**config.mk**
```make
export PLATFORM = sky130hd
export DESIGN_NAME = gpio_mmio
export DESIGN_NICKNAME = d
export VERILOG_FILES = /design/src/rtl/gpio_pkg.sv /design/src/rtl/gpio_sync.sv /design/src/rtl/gpio_mmio.sv
export SDC_FILE = /design/constraint.sdc
export NUM_CORES = 1
export LEC_CHECK = 0
export ABC_AREA = 1
export BUFFER_PORTS_ARGS = -buffer_cell sky130_fd_sc_hd__buf_2
export CAP_MARGIN = 30
export CORE_MARGIN = 2
export CORE_UTILIZATION = 30
export DETAILED_ROUTE_END_ITERATION = 6
export SLEW_MARGIN = 25
export SYNTH_ARGS = -nofsm -noshare
export SYNTH_HDL_FRONTEND = slang
export SYNTH_SLANG_ARGS = --single-unit
export TNS_END_PERCENT = 5
```
**constraint.sdc**
```tcl
create_clock -name clk -period 12.05 [get_ports clk]
set_input_delay 3.0125 -clock clk [delete_from_list [all_inputs] [get_ports clk]]
set_output_delay 3.0125 -clock clk [all_outputs]
set_load 0.03 [all_outputs]
```
**src/rtl/gpio_pkg.sv**
```systemverilog
// Shared definitions for the memory-mapped GPIO block: register offsets
// within the 32-byte window and the window size.
package gpio_pkg;

   localparam int GPIO_WIN_BITS = 5;

   typedef enum logic [2:0] {
      REG_DIR      = 3'd0,
      REG_OUT      = 3'd1,
      REG_IN       = 3'd2,
      REG_IRQ_EN   = 3'd3,
      REG_IRQ_STAT = 3'd4,
      REG_EDGE_SEL = 3'd5,
      REG_OUT_SET  = 3'd6,
      REG_OUT_CLR  = 3'd7
   } gpio_reg_e;

endpackage

```
**src/rtl/gpio_sync.sv**
```systemverilog
// Multi-flop input synchroniser: NUM_PINS independent chains, each
// SYNC_STAGES flops deep, cleared by the asynchronous reset.
module gpio_sync #(
   parameter int NUM_PINS    = 32,
   parameter int SYNC_STAGES = 2
) (
   input  logic                clk,
   input  logic                rst,
   input  logic [NUM_PINS-1:0] d_i,
   output logic [NUM_PINS-1:0] q_o
);

   logic [NUM_PINS-1:0] stage_q [SYNC_STAGES];

   always_ff @(posedge clk or posedge rst) begin
      if (rst) begin
         for (int i = 0; i < SYNC_STAGES; i++) begin
            stage_q[i] <= '0;
         end
      end else begin
         stage_q[0] <= d_i;
         for (int i = 1; i < SYNC_STAGES; i++) begin
            stage_q[i] <= stage_q[i-1];
         end
      end
   end

   assign q_o = stage_q[SYNC_STAGES-1];

endmodule

```
**src/rtl/gpio_mmio.sv**
```systemverilog
// Memory-mapped GPIO peripheral with per-pin direction, synchronised inputs
// and edge interrupts (W1C status). GPIO_SET_CLR_EN adds OUT_SET/OUT_CLR.
module gpio_mmio
   import gpio_pkg::*;
#(
   parameter int          NUM_PINS    = 32,
   parameter logic [31:0] BASE_ADDR   = 32'hFFFF_FF00,
   parameter int          SYNC_STAGES = 2
) (
   input  logic                clk,
   input  logic                rst,
   input  logic                write_mem,
   input  logic                read_mem,
   input  logic [31:0]         data_address,
   input  logic [31:0]         data_to_write,
   input  logic [31:0]         data_from_mem,
   output logic [31:0]         data_read,
   input  logic [NUM_PINS-1:0] gpio_in,
   output logic [NUM_PINS-1:0] gpio_out,
   output logic [NUM_PINS-1:0] gpio_oe,
   output logic                irq
);

   localparam int WARM_MAX = SYNC_STAGES + 1;

   logic [NUM_PINS-1:0] dir_q, dir_d;
   logic [NUM_PINS-1:0] out_q, out_d;
   logic [NUM_PINS-1:0] irq_en_q, irq_en_d;
   logic [NUM_PINS-1:0] stat_q, stat_d;
   logic [NUM_PINS-1:0] edge_sel_q, edge_sel_d;
   logic [NUM_PINS-1:0] prev_q;
   logic [NUM_PINS-1:0] gpio_out_q, gpio_oe_q;
   logic [NUM_PINS-1:0] in_sync, wdata, w1c_mask, rise, fall, ev;
   logic [2:0]          warm_q;
   logic                irq_q;
   logic                hit, wr_hit, rd_hit, warm_done;
   gpio_reg_e           reg_off;
   logic [31:0]         rdata;

   gpio_sync #(
      .NUM_PINS    (NUM_PINS),
      .SYNC_STAGES (SYNC_STAGES)
   ) u_sync (
      .clk (clk),
      .rst (rst),
      .d_i (gpio_in),
      .q_o (in_sync)
   );

   assign hit     = (data_address[31:GPIO_WIN_BITS] == BASE_ADDR[31:GPIO_WIN_BITS]) &&
                    (data_address[1:0] == 2'b00);
   assign wr_hit  = write_mem & hit;
   assign rd_hit  = read_mem & ~write_mem & hit;
   assign reg_off = gpio_reg_e'(data_address[4:2]);
   assign wdata   = data_to_write[NUM_PINS-1:0];

   // Events stay masked until the synchroniser and prev have flushed reset-time zeros.
   assign warm_done = (warm_q == 3'(WARM_MAX));
   assign rise      = in_sync & ~prev_q;
   assign fall      = ~in_sync & prev_q;
   assign ev        = ((edge_sel_q & rise) | (~edge_sel_q & fall)) & ~dir_q &
                      {NUM_PINS{warm_done}};

   always_comb begin
      dir_d      = dir_q;
      out_d      = out_q;
      irq_en_d   = irq_en_q;
      edge_sel_d = edge_sel_q;
      w1c_mask   = '0;
      if (wr_hit) begin
         case (reg_off)
            REG_DIR:      dir_d      = wdata;
            REG_OUT:      out_d      = wdata;
            REG_IRQ_EN:   irq_en_d   = wdata;
            REG_IRQ_STAT: w1c_mask   = wdata;
            REG_EDGE_SEL: edge_sel_d = wdata;
            REG_OUT_SET: begin
`ifdef GPIO_SET_CLR_EN
               out_d = out_q | wdata;
`endif
            end
            REG_OUT_CLR: begin
`ifdef GPIO_SET_CLR_EN
               out_d = out_q & ~wdata;
`endif
            end
            default: ;
         endcase
      end
      // A fresh event beats a simultaneous clear of the same bit.
      stat_d = (stat_q & ~w1c_mask) | ev;
   end

   always_comb begin
      rdata = '0;
      case (reg_off)
         REG_DIR:      rdata[NUM_PINS-1:0] = dir_q;
         REG_OUT:      rdata[NUM_PINS-1:0] = out_q;
         REG_IN:       rdata[NUM_PINS-1:0] = in_sync;
         REG_IRQ_EN:   rdata[NUM_PINS-1:0] = irq_en_q;
         REG_IRQ_STAT: rdata[NUM_PINS-1:0] = stat_q;
         REG_EDGE_SEL: rdata[NUM_PINS-1:0] = edge_sel_q;
         default:      rdata = '0;
      endcase
   end

   assign data_read = rd_hit ? rdata : data_from_mem;

   always_ff @(posedge clk or posedge rst) begin
      if (rst) begin
         dir_q      <= '0;
         out_q      <= '0;
         irq_en_q   <= '0;
         stat_q     <= '0;
         edge_sel_q <= '0;
         prev_q     <= '0;
         gpio_out_q <= '0;
         gpio_oe_q  <= '0;
         warm_q     <= '0;
         irq_q      <= 1'b0;
      end else begin
         dir_q      <= dir_d;
         out_q      <= out_d;
         irq_en_q   <= irq_en_d;
         stat_q     <= stat_d;
         edge_sel_q <= edge_sel_d;
         prev_q     <= in_sync;
         gpio_out_q <= out_d & dir_d;
         gpio_oe_q  <= dir_d;
         warm_q     <= warm_done ? warm_q : warm_q + 3'd1;
         irq_q      <= |(stat_d & irq_en_d);
      end
   end

   assign gpio_out = gpio_out_q;
   assign gpio_oe  = gpio_oe_q;
   assign irq      = irq_q;

endmodule

```
==> impl_metrics.py, run 1 <==
metrics = {
    "status": {
        "status": "complete, no violations",
    },
    "grt": {
        "grt_use_met2": 0.2915,
        "gr-total-overflow": 0,
        "grt_use_met3": 0.04454,
        "grt_pass1_vias": 11430,
        "grt_max_degree": 160,
        "track_usage": 0.1781,
        "grt-busiest-layer": "met2",
        "gr-usage-met1": 0.2324,
        "antenna_found_initial": 1,
        "grt_pass1_wl_um": 63960,
    },
    "floorplanning": {
        "start_util": 0.3025,
        "coreArea_um2": 43930,
        "die_area_um2": 46000,
        "io_pins": 229,
        "die_w_um": 214.5,
        "num_rows": 77,
        "dieHeight_um": 214.5,
    },
    "clock_network": {
        "cts_buffers": 35,
        "cts_setup_buffers": 0,
        "path_clk_slew_ns": 0.05,
        "cts.path.max_buffers": 3,
        "cts_hold_buf": 0,
        "root_buffer": "clkbuf_16",
        "htreeDepth": 2,
        "cts.sinks": 292,
        "cts_tree": "yes",
        "clk_latency_ns": 0.54,
        "cts_resized": 0,
    },
    "detailed_routing": {
        "drt-wirelength-per-cell_um": 17.14,
        "firstDrtPassIters": 5,
        "drtAntennaViolNets": 0,
        "totalWireLength_um": 41040,
        "vias_per_cell": 4.765,
        "route.detailed.drc": 0,
        "initialDrtViolationCount": 845,
        "vias": 11408,
    },
    "place": {
        "portBuffers": 228,
        "gp_congestion": 0.8343,
        "dp_hpwl_um": 26700,
        "pre_cts_ws_ns": 2.936,
    },
    "synth": {
        "synthTopCellsByArea": "dfrtp_1 (55%), nand2_1 (10%), inv_1 (6.9%)",
        "ys_seq_area_frac": 0.5499,
        "synthArstFlopShare": 1.000,
        "synth_edf_count": 0,
        "synth_cell_type_count": 35,
        "synth_top_area_share": 0.5499,
        "yosys.area.top_type": "dfrtp_1",
        "synth_cells": 1569,
        "synth_warnings": 0,
        "synth_area_um2": 13290,
        "ys.flop_type": "dfrtp_1",
        "synth_nets": 1703,
        "avgSynthCellArea_um2": 8.470,
        "synth-seq-cells": 292,
    },
    "setup_path": {
        "crit_fanout": 53,
        "path_class": "input port to output port",
        "cp.arrival_ns": 6.15,
        "worstSetupEndpointType": "output port",
        "crit_required_ns": 9.04,
        "worst_setup_path_start_kind": "input port",
    },
    "run": {
        "maxCapViolCount": 0,
    },
    "final_layout": {
        "area_growth_pct": 22.13,
        "fillerInstances": 4511,
        "fin_nets": 1914,
        "seqCellArea_um2": 7307,
        "drive_gt1_frac": 0.1766,
        "multi_input_area_um2": 4771,
    },
    "sta": {
        "period_minus_slack_ns": 9.158,
        "relSlewSlack": 0.3056,
        "fin_ws_ns": 2.892,
        "period_share": 0.7600,
        "drv_slew": 0,
        "grt_setup_unrepaired": "false",
        "tightest_slew_ns": 1.042,
        "hold_viol_final": 0,
        "fin_skew_ns": 0.02529,
        "fmax_mhz": 109.2,
        "setup_violations": 0,
        "fin_tns_setup_ns": 0,
    },
    "pwr": {
        "seq_power_share": 0.455,
        "clkPwrFrac": 0.483,
        "vdd_drop_max_mv": 0.07737,
        "power_frac_comb": 0.062,
        "switching_share": 0.2333,
        "p_leak_nw": 7.913,
        "p_switching_w": 0.0005157,
        "power.density_nw_per_um2": 136.2,
        "internal-power_w": 0.001695,
    },
    "hold_path": {
        "hp-class": "flip-flop to flip-flop",
    },
}
==> worst max-delay path, stage by stage <==
cell and delay [ns]:
buf_2 0.08, buf_4 0.44, inv_2 0.16, nand3_2 0.09, buf_4 0.48, inv_2 0.55
a2111oi_0 0.92, mux2i_1 0.15, buf_2 0.22
==> worst paths after layout <==
check / from / end / slack (ns) / cells after the start
hold reg to reg: u_sync.stage_q[49]$_DFF_PP0_ / u_sync.q_o[17]$_DFF_PP0_ / 0.35 / 0
min in group asynchronous: rst / u_sync.stage_q[32]$_DFF_PP0_ / 2.61 / 2
setup reg to reg: warm_q[0]$_DFFE_PP0N_ / irq$_DFF_PP0_ / 9.82 / 11
setup / recovery: data_address[4] / data_read[29] / 2.89 / 9
max in group asynchronous: rst / u_sync.q_o[15]$_DFF_PP0_ / 8.00 / 3
hold / removal: u_sync.stage_q[49]$_DFF_PP0_ / u_sync.q_o[17]$_DFF_PP0_ / 0.35 / 0
==> layer usage <==
layer / up-vias / wire length, um
met2: 422 / 19160
li1: 5505 / -
met5: - / 0
met3: 56 / 3249
met1: 5425 / 17750
met4: 0 / 881
==> synthesized netlist by cell type (28+ instances only) <==
cell type  number
nand4_1        75
a21oi_1        41
buf_2          31
nor2_1        124
o22ai_1        31
inv_1         243
clkbuf_1       32
o21ai_1        30
dfrtp_1       292
and2_1         32
mux2i_1        28
o21ai_0       138
nand2_1       359
nand3_1        44
==> sequential cells by signal, indices dropped and copies added (netlist names) <==
signal          count
edge_sel_q         32
gpio_oe            32
gpio_out           32
irq                 1
irq_en_q           32
out_q              32
prev_q             32
stat_q             32
u_sync.q_o         32
u_sync.stage_q     32
warm_q              3
==> power by group through the flow <==
stage,registers (W),logic (W),clock network [W]
2_1_floorplan,0.00102,0.0000760,0
3_5_place_dp,0.00102,0.000139,0
6_report,0.00100,0.000138,0.00107
5_1_grt,0.00101,0.000153,0.00114
4_1_cts,0.00100,0.000140,0.00110
3_3_place_gp,0.00102,0.000136,0
==> through the flow <==
stage | instance area (um2) | hold WS [ns] | power, W | util | instances
2_1_floorplan | 13290 | 0.3312 | 0.001096 | - | 1569
3_3_place_gp | 15020 | 0.3339 | 0.001158 | 0.3419 | 2333
3_5_place_dp | 15070 | 0.3347 | 0.001161 | 0.3431 | 2335
4_1_cts | 16220 | 0.3479 | 0.002247 | 0.3692 | 2393
5_1_grt | 16230 | 0.3534 | 0.002300 | 0.3694 | 2393
6_report | 16230 | 0.3450 | 0.002210 | 0.3694 | 2394
==> kinds of logic after synthesis <==
group                      count (synthesis)  share of synthesized area
muxes                                     29                    0.02194
buffers and inverters                    317                    0.09331
adders and majority gates                  2                   0.001883
and+or+nand+nor                          655                     0.2169
xor gates and xnor gates                   1                  0.0006592
AOI/OAI and AO/OA                        273                     0.1154
DFF                                      292                     0.5499
==> area by class of cell <==
class                   instances  area share
multi-input cells             960      0.2940
flip-flops and latches        292      0.4502
well taps                     592     0.04564
clock buffers                  48     0.06083
repair buffers                246     0.08187
inverters                     245     0.05744
diodes                          1   0.0001542
clock inverters                10    0.009868
==> layout by cell type (no fill, tap or decap), types with 28 or more instances in the layout <==
cell and instances:
nand3_1 43, mux2i_1 28, dfrtp_1 292, buf_2 228, clkbuf_16 37, nand4_1 75, and2_1 32, inv_1 241
o22ai_1 31, o21ai_0 138, o21ai_1 30, nor2_1 124, nand2_1 356, a21oi_1 41
Power figures use the tool's default switching activity.
==> run 2, diff against run 1 <==
clock period = 8.5 ns   (was 12.05 ns; I/O delays follow)
==> impl_metrics.py, run 2 (synthesis results as in run 1) <==
metrics = {
    "status": {
        "status": "complete, no violations",
    },
    "final_layout": {
        "final_common_cell": "nand2_1",
        "final_cell_mix": "nand2_1 (356), dfrtp_1 (292), inv_1 (241)",
        "antenna_cells": 0,
        "drive_gt1_frac": 0.1815,
        "post-route-util": 0.3710,
        "fillerInstances": 4483,
        "fin_nets": 1916,
        "area_growth_pct": 22.65,
        "final_area_um2": 16300,
    },
    "floorplanning": {
        "die_w_um": 214.5,
        "die_area_um2": 46000,
        "num_rows": 77,
        "coreArea_um2": 43930,
        "io_pins": 229,
        "start_util": 0.3025,
        "dieHeight_um": 214.5,
    },
    "grt": {
        "grt_pass1_wl_um": 64880,
        "grt_pass1_vias": 11674,
        "antenna_found_initial": 1,
        "track_usage": 0.1803,
        "grt_max_degree": 158,
        "gr-total-overflow": 0,
    },
    "setup_path": {
        "max_stage_delay_ns": 0.54,
        "crit_top_cell": "buf_2",
        "path_cells": "buf_2 > inv_2 > nand3_2 > buf_4 > o22ai_1 > a2111oi_0 > mux2i_1 > buf_2",
        "worstSetupEndpointType": "output port",
        "cp.arrival_ns": 4.70,
        "worstReg2RegStart": "warm_q[0]$_DFFE_PP0N_",
        "ff2ff_setup_slack_ns": 6.25,
        "r2r_end": "irq$_DFF_PP0_",
        "crit_fanout": 23,
        "path_class": "input port to output port",
        "critical_path.slowest_cell": "nand3_2",
        "crit_required_ns": 6.38,
        "reg2regPathDepth": 11,
        "worst_setup_path_start_kind": "input port",
    },
    "pwr": {
        "power.density_nw_per_um2": 198.3,
        "internal-power_w": 0.002485,
        "clkPwrFrac": 0.499,
        "power_w": 0.003233,
        "power_frac_comb": 0.060,
        "seq_power_share": 0.440,
        "p_leak_nw": 7.959,
        "p_switching_w": 0.0007475,
        "vdd_drop_max_mv": 0.1377,
        "switching_share": 0.2312,
    },
    "sta": {
        "fin_tns_setup_ns": 0,
        "period_share": 0.8033,
        "holdWs_ns": 0.3465,
        "drv_slew": 0,
        "fmax_mhz": 146.4,
        "period_minus_slack_ns": 6.828,
        "setup_violations": 0,
        "hold_viol_final": 0,
        "tightest_slew_ns": 0.9171,
        "relSlewSlack": 0.3865,
        "grt_setup_unrepaired": "false",
        "fin_skew_ns": 0.01404,
    },
    "clock_network": {
        "cts_tree": "yes",
        "cts_setup_buffers": 0,
        "cts.path.max_buffers": 3,
        "root_buffer": "clkbuf_16",
        "cts_resized": 0,
        "cts_hold_buf": 0,
        "cts_buffers": 35,
        "path_clk_slew_ns": 0.06,
        "clk_latency_ns": 0.54,
        "htreeDepth": 2,
        "cts.sinks": 292,
    },
    "detailed_routing": {
        "initialDrtViolationCount": 971,
        "totalWireLength_um": 41440,
        "drtAntennaViolNets": 0,
        "dr_wl_met3_um": 2838,
        "firstDrtPassIters": 5,
        "met1_length_um": 18400,
        "vias_per_cell": 4.759,
        "drt-wirelength-per-cell_um": 17.28,
        "route.detailed.drc": 0,
        "routed-wl-met2_um": 19030,
        "highest_layer": "met5",
        "vias": 11416,
    },
    "place": {
        "dp_hpwl_um": 26900,
        "place_area_um2": 15040,
        "gp_congestion": 0.8428,
        "portBuffers": 228,
    },
    "hold_path": {
        "worst_hold_path.endpoint": "u_sync.q_o[15]$_DFF_PP0_",
        "hp-class": "flip-flop to flip-flop",
        "min_from": "u_sync.stage_q[47]$_DFF_PP0_",
        "whs_path_depth": 0,
    },
    "run": {
        "maxCapViolCount": 0,
    },
}
[run 2: area by class of cell]
class                      instances  area (um2)  area share
inverter                         245       923.4     0.05665
multi-input combinational        960        4771      0.2927
tap                              592       740.7     0.04544
clock buffer                      50        1055     0.06471
timing repair buffer             248        1311     0.08045
clock inverter                    12       191.4     0.01174
sequential                       292        7307      0.4483
[run 2: critical path, delay by kind of cell]
kind            cells  cell delay, ns
buf+inv             4            1.23
simple gates        1            0.54
compound gates      2            0.64
mux                 1            0.15
[run 2: worst max-delay path by stage]
stage / start / end
after floorplan: rst / edge_sel_q[0]$_DFFE_PP0P_
after global placement: data_address[4] / data_read[24]
after detailed placement: data_address[4] / data_read[15]
after CTS: data_address[4] / data_read[15]
after global routing: data_address[4] / data_read[9]
final: data_address[4] / data_read[28]
[run 2: stage by stage]
step / cells / worst slack (ns)
global route: 2399 / 1.398
CTS: 2398 / 1.390
floorplan: 1569 / 2.500
detailed placement: 2336 / 1.366
global placement: 2336 / 1.563
finish: 2399 / 1.672
[run 2: layer usage]
metal  GRT usage  vias to the layer above
met2      0.2960                      396
met4     0.06620                        2
li1            -                     5517
met3     0.03702                       73
met5           0                        -
met1      0.2355                     5428
[run 2: power by group through the flow]
stage / Clock [W] / Sequential [W] / Combinational (W)
2_1_floorplan: 0 / 0.00145 / 0.000108
3_3_place_gp: 0 / 0.00145 / 0.000192
3_5_place_dp: 0 / 0.00145 / 0.000196
4_1_cts: 0.00166 / 0.00142 / 0.000197
5_1_grt: 0.00171 / 0.00143 / 0.000218
6_report: 0.00161 / 0.00142 / 0.000195
